<file path="src/rtl/sram_rw_arbiter.sv">
// ---------------------------------------------------------------------------
// sram_rw_arbiter
//
// Shares one sram_rw port between two requesters: port 0 (CPU) and port 1
// (DMA). The SRAM is 8-bit async memory behind registered address/control.
// At most one operation is issued per cycle. A read->write bus turnaround
// gap keeps the 74-series tristate drivers from fighting. Each read
// response is routed back to the port that issued the read.
//
// Handshake (both ports): a request transfers in a cycle where
// pN_req_valid_i & pN_req_ready_o. While valid is high and ready is low,
// the requester holds we/addr/wdata stable. A write completes at accept and
// has no response. Read data comes back as a one-cycle pN_rsp_valid_o pulse.
//
// Configuration macro:
//   SRAM_RW_ARB_RR_EN  defined   -> round-robin between the two ports.
//                      undefined -> fixed priority, port 0 always wins.
//
// Ports:
//   clk_i, rst_i            clock (rising edge), synchronous active-high reset
//   pN_req_valid_i/we_i     port N request valid / 1=write 0=read
//   pN_req_addr_i/wdata_i   port N request address / write data
//   pN_req_ready_o          port N request accepted this cycle
//   pN_rsp_valid_o/rdata_o  port N read response pulse / registered read data
//   sram_read_o/write_o     issue strobes to sram_rw (never both high)
//   sram_addr_o/wdata_o     address / write data to sram_rw (0 when idle)
//   sram_read_valid_i       sram_rw read data valid
//   sram_rdata_i            sram_rw read data
//   err_o                   sticky: response and tag pipe disagree
// ---------------------------------------------------------------------------
module sram_rw_arbiter #(
    parameter int ADDR_W     = 14,
    parameter int DATA_W     = 8,
    parameter int RD_LATENCY = 2,
    parameter int TURNAROUND = 1
) (
    input  logic              clk_i,
    input  logic              rst_i,
    input  logic              p0_req_valid_i,
    input  logic              p0_req_we_i,
    input  logic [ADDR_W-1:0] p0_req_addr_i,
    input  logic [DATA_W-1:0] p0_req_wdata_i,
    output logic              p0_req_ready_o,
    output logic              p0_rsp_valid_o,
    output logic [DATA_W-1:0] p0_rsp_rdata_o,
    input  logic              p1_req_valid_i,
    input  logic              p1_req_we_i,
    input  logic [ADDR_W-1:0] p1_req_addr_i,
    input  logic [DATA_W-1:0] p1_req_wdata_i,
    output logic              p1_req_ready_o,
    output logic              p1_rsp_valid_o,
    output logic [DATA_W-1:0] p1_rsp_rdata_o,
    output logic              sram_read_o,
    output logic              sram_write_o,
    output logic [ADDR_W-1:0] sram_addr_o,
    output logic [DATA_W-1:0] sram_wdata_o,
    input  logic              sram_read_valid_i,
    input  logic [DATA_W-1:0] sram_rdata_i,
    output logic              err_o
);

    localparam int MASK_W = $clog2(RD_LATENCY + 1);

    logic [2:0]            turn_cnt;
    logic                  elig0, elig1;
    logic                  grant0, grant1, any_grant;
    logic                  pref;
    logic                  sel_we;
    logic [ADDR_W-1:0]     sel_addr;
    logic [DATA_W-1:0]     sel_wdata;
    logic [RD_LATENCY-1:0] tag_vld;
    logic [RD_LATENCY-1:0] tag_port;
    logic                  tail_vld, tail_port;
    logic                  rsp_hit;
    logic [MASK_W-1:0]     mask_cnt;

`ifdef SRAM_RW_ARB_RR_EN
    logic                  rr_ptr;
`endif

    // Grant and SRAM command selection
    always_comb begin
        // A write is only eligible once the turnaround gap after the last read has elapsed.
        elig0 = ~rst_i & p0_req_valid_i & (~p0_req_we_i | (turn_cnt == 3'd0));
        elig1 = ~rst_i & p1_req_valid_i & (~p1_req_we_i | (turn_cnt == 3'd0));
`ifdef SRAM_RW_ARB_RR_EN
        pref = rr_ptr;
`else
        pref = 1'b0;
`endif
        // Eligibility already excludes blocked writes, so a blocked write
        // never takes the slot away from the other port's read.
        grant0    = elig0 & (~elig1 | ~pref);
        grant1    = elig1 & ~grant0;
        any_grant = grant0 | grant1;

        sel_we    = grant1 ? p1_req_we_i    : p0_req_we_i;
        sel_addr  = grant1 ? p1_req_addr_i  : p0_req_addr_i;
        sel_wdata = grant1 ? p1_req_wdata_i : p0_req_wdata_i;

        p0_req_ready_o = grant0;
        p1_req_ready_o = grant1;
        sram_read_o    = any_grant & ~sel_we;
        sram_write_o   = any_grant & sel_we;
        sram_addr_o    = any_grant ? sel_addr  : '0;
        sram_wdata_o   = any_grant ? sel_wdata : '0;
    end

    // Turnaround counter: reloaded on every read issue, otherwise drains to 0
    always_ff @(posedge clk_i) begin
        if (rst_i) begin
            turn_cnt <= 3'd0;
        end else if (sram_read_o) begin
            turn_cnt <= 3'(TURNAROUND);
        end else if (turn_cnt != 3'd0) begin
            turn_cnt <= turn_cnt - 3'd1;
        end
    end

`ifdef SRAM_RW_ARB_RR_EN
    // After any grant the other port becomes preferred.
    always_ff @(posedge clk_i) begin
        if (rst_i) begin
            rr_ptr <= 1'b0;
        end else if (any_grant) begin
            rr_ptr <= ~grant1;
        end
    end
`endif

    // Tag pipe tracks {read issued, port} alongside the sram_rw pipeline.
    // The tail lines up with sram_read_valid_i for the same read.
    always_ff @(posedge clk_i) begin
        if (rst_i) begin
            tag_vld  <= '0;
            tag_port <= '0;
        end else begin
            tag_vld[0]  <= sram_read_o;
            tag_port[0] <= grant1;
            for (int i = 1; i < RD_LATENCY; i++) begin
                tag_vld[i]  <= tag_vld[i-1];
                tag_port[i] <= tag_port[i-1];
            end
        end
    end

    assign tail_vld  = tag_vld[RD_LATENCY-1];
    assign tail_port = tag_port[RD_LATENCY-1];
    assign rsp_hit   = sram_read_valid_i & tail_vld;

    // Response routing; the non-target port keeps its last read data.
    always_ff @(posedge clk_i) begin
        if (rst_i) begin
            p0_rsp_valid_o <= 1'b0;
            p1_rsp_valid_o <= 1'b0;
            p0_rsp_rdata_o <= '0;
            p1_rsp_rdata_o <= '0;
        end else begin
            p0_rsp_valid_o <= rsp_hit & ~tail_port;
            p1_rsp_valid_o <= rsp_hit & tail_port;
            if (rsp_hit & ~tail_port) p0_rsp_rdata_o <= sram_rdata_i;
            if (rsp_hit & tail_port)  p1_rsp_rdata_o <= sram_rdata_i;
        end
    end

    // sram_rw has no reset, so reads issued before reset can still come out
    // after it. Error checking stays masked until those reads have drained.
    always_ff @(posedge clk_i) begin
        if (rst_i) begin
            mask_cnt <= MASK_W'(RD_LATENCY);
            err_o    <= 1'b0;
        end else begin
            if (mask_cnt != '0) begin
                mask_cnt <= mask_cnt - 1'b1;
            end else if (sram_read_valid_i != tail_vld) begin
                err_o <= 1'b1;
            end
        end
    end

endmodule

</file>
<file path="config.mk">
export PLATFORM = sky130hd
export DESIGN_NAME = sram_rw_arbiter
export DESIGN_NICKNAME = d
export VERILOG_FILES = /design/src/rtl/sram_rw_arbiter.sv
export SDC_FILE = /design/constraint.sdc
export NUM_CORES = 1
export LEC_CHECK = 0
export ABC_AREA = 1
export CAP_MARGIN = 40
export CORE_ASPECT_RATIO = 0.7
export CORE_MARGIN = 5
export CORE_UTILIZATION = 33
export CTS_CLUSTER_SIZE = 12
export DETAILED_ROUTE_END_ITERATION = 8
export PLACE_DENSITY = 0.78
export SYNTH_ARGS = -nofsm -noshare
export SYNTH_HDL_FRONTEND = slang
export SYNTH_SLANG_ARGS = --single-unit
</file>
<file path="constraint.sdc">
create_clock -name clk_i -period 2 [get_ports clk_i]
set_clock_uncertainty 0.05 [all_clocks]
set_input_delay 0.2 -clock clk_i [delete_from_list [all_inputs] [get_ports clk_i]]
set_output_delay 0.2 -clock clk_i [all_outputs]
set_load 0.005 [all_outputs]
</file>
==> flow_summary.ini <==
[outcome]
outcome = completed

[logic_synthesis]
synth.distinct_cells = 26
netlist_area_mm2 = 0.00136
ys_ff_latch = 28
synthCells = 162
ys_seq_area_share_pct = 41.3
synth.yosys.warnings = 0
synthesis.nets = 225
avgSynthCellArea_um2 = 8.39

[place]
place.port_buffers = 103
place_congestion = 0.799
pre_cts_slack_ps = -193
dp_hpwl_um = 3960

[routing]
vias = 1518
drt_wl_total_um = 4860
drtIter0Drc = 66
firstDrtPassIters = 4
drc = 0
via_per_inst = 4.60
wire_per_inst_um = 14.7
antenna_left = 0

[clock_tree]
cts.reportedPaths.clkPinSlew_ps = 90
clock_sinks = 28
cts_tree = yes
numCtsBuffers = 3
cts_max_level = 1
clk_latency_ps = 270
clock_path_buffers = 2
cts-root-buf = clkbuf_8

[critical_path]
r2r-end = turn_cnt[2]
reg2reg_from = turn_cnt[0]
endpoint_kind = output pin
arrival_ps = 1720
start_kind = flip-flop
cpMostUsedCell = nand2_4
critPathCapture = sram_addr_o[5]
worstPathCellList = inv_2, ha_4, nand2_4, nand2_4, nand2_8, nand2_4, buf_6, inv_8, a22o_1, clkdlybuf4s15_2
reg2reg_slack_ps = 410
crit_slowest_cell = dfxtp_2
path_class = flip-flop to output pin
cpPeakStageDelay_ps = 350
startpoint = turn_cnt[0]
rr_worst_depth = 12
crit_fanout = 11
worst_ep_required_time_ps = 1750

[power]
pwr_density_cell_mw_per_mm2 = 736
power.leakage_uw = 0.00113
ir_worst_vdd_v = 0.000477

[cells_and_area]
diodes = 0
drive_above_1_share_pct = 23.4
regArea_um2 = 563
final_nets = 342
syn_to_final_growth_pct = 87.6
multi_input_area_um2 = 691
fillers = 360

[floorplanning]
dieArea_mm2 = 0.00552
row_count = 19
fp.dieW_um = 86.7
core_mm2 = 0.00395
initial_core_util_pct = 34.4
die_y_um = 63.7
io_pins = 104

[sta]
setup_viol_count_final = 0
finalHoldViolCount = 0
rsz0062_at_grt = yes
tns_ps = 0
tightest_slew_ps = 280
final_max_slew_viol_count = 0
max_freq_ghz = 0.508
fin_crit_ps = 1970
fin_crit_sh_pct = 98.5
fin_ws_ps = 30.9
max_slew_margin_pct = 81.3

[hold_path]
min_from = tag_vld[0]
hp-class = flip-flop to flip-flop

[global_route]
grt_pass1_vias = 1529
grt_overflow = 0
antenna_found_initial = 0
grt_first_pass_wirelength_um = 7460
grt_max_degree = 19
track_usage_pct = 17.0

[run]
maxCapViolCount = 0
[Yosys cell counts]
master / instances / area, um^2
nor2_1: 41 / 154
dfxtp_1: 28 / 561
a22o_1: 22 / 193
o21ai_0: 20 / 100
inv_1: 15 / 56.3
a21oi_1: 4 / 20.0
ha_1: 4 / 50.1
nand2_1: 4 / 15.0
nand2_4: 4 / 45.0
buf_8: 2 / 30.0
inv_2: 2 / 7.51
nand2_2: 2 / 12.5
a21boi_0: 1 / 7.51
a21oi_4: 1 / 16.3
buf_1: 1 / 3.75
buf_2: 1 / 5.00
buf_4: 1 / 7.51
buf_6: 1 / 11.3
clkinv_1: 1 / 3.75
inv_6: 1 / 8.76
inv_8: 1 / 11.3
nand3_1: 1 / 5.00
nand3_2: 1 / 10.0
nor2_2: 1 / 6.26
nor2_4: 1 / 11.3
o31ai_1: 1 / 7.51
[cell families after synthesis]
kind of cell               synth area share [%]
AOI/OAI and AO/OA                          25.3
buffers and inverters                      10.7
adders and majority gates                  3.68
DFF                                        41.3
and+or+nand+nor                            19.1
[placed cells by master (no fill, tap or decap)]
master           synthesis  final
inv_1                   15     13
clkinv_1                 1      1
o31ai_1                  1      1
nor2_2                   1      1
ha_1                     4      3
nand3_2                  1      2
clkbuf_2                 0     16
ha_4                     0      1
inv_8                    1      3
inv_2                    2      3
dlygate4sd2_1            0      2
inv_4                    0      1
nand2_2                  2      2
buf_2                    1      2
dfxtp_2                  0      2
a21oi_4                  1      1
clkdlybuf4s50_1          0     77
a21boi_2                 0      1
nand2_8                  0      1
nand2_1                  4      3
nor2_4                   1      1
clkdlybuf4s15_2          0      6
o21ai_0                 20     20
nand2_4                  4      4
nor2_1                  41     41
a22o_1                  22     22
clkbuf_8                 0      4
a21oi_1                  4      4
dfxtp_1                 28     26
buf_4                    1     11
buf_6                    1      2
buf_12                   0      1
[sequential cells by signal, summed over array words and instances (netlist names)]
signal,flops
tag_port,2
turn_cnt,3
mask_cnt,2
err_o,1
p1_rsp_rdata_o,8
tag_vld,2
p0_rsp_valid_o,1
p0_rsp_rdata_o,8
p1_rsp_valid_o,1
[repair_timing]
item	CTS	global route
setup endpoints to repair	26	23
buffers inserted	3	0
hold buffers	0	0
pin swaps	3	4
gates resized for setup	66	28
gates cloned	1	0
[worst min path at each step]
stage                              to  slack (ps)  cells after the start
global placement          tag_port[1]         340                      2
CTS                        tag_vld[1]         360                      2
finish                     tag_vld[1]         360                      2
floorplan           p0_rsp_rdata_o[5]         280                      2
detailed placement         tag_vld[1]         350                      2
global route               tag_vld[1]         390                      2
[final cells by class]
| cell class | instances | area share [%] |
|---|---|---|
| Clock buffer | 4 | 2.16 |
| Inverter | 20 | 3.63 |
| Multi-Input combinational cell | 108 | 27.1 |
| Sequential cell | 28 | 22.1 |
| Tap cell | 52 | 2.55 |
| Timing Repair Buffer | 117 | 42.0 |
| Timing Repair inverter | 1 | 0.442 |
[worst max-delay path, delay by kind of cell, from the launching register on]
family | cells | cell delay (ps)
compound gates | 1 | 130
fa+ha+maj | 1 | 150
buf+inv | 4 | 470
flops | 1 | 350
simple gates | 4 | 330
[stage by stage]
| step | instances | cell area [um^2] | hold slack [ps] | total power (uW) | utilization [%] |
|---|---|---|---|---|---|
| 2_1_floorplan | 162 | 1360 | 285 | 1080 | - |
| 3_3_place_gp | 322 | 2490 | 345 | 1480 | 63.2 |
| 3_5_place_dp | 322 | 2490 | 347 | 1500 | 63.2 |
| 4_1_cts | 330 | 2590 | 365 | 1850 | 65.7 |
| 5_1_grt | 330 | 2550 | 395 | 2000 | 64.6 |
| 6_report | 330 | 2550 | 365 | 1880 | 64.6 |
[where the power goes]
group	switching [uW]	total, uW	leakage, uW	internal, uW
clock	166	342	0.0000288	176
combinational	403	863	0.000869	460
sequential	38.3	670	0.000228	632
total	608	1880	0.00113	1270
[layer usage]
layer	track usage (%)	vias up	routed length, um
met1	21.0	698	2030
met5	0	-	0
met3	2.99	13	164
met2	29.6	31	2540
met4	5.45	0	126
li1	-	776	-
Power figures use the tool's default switching activity.
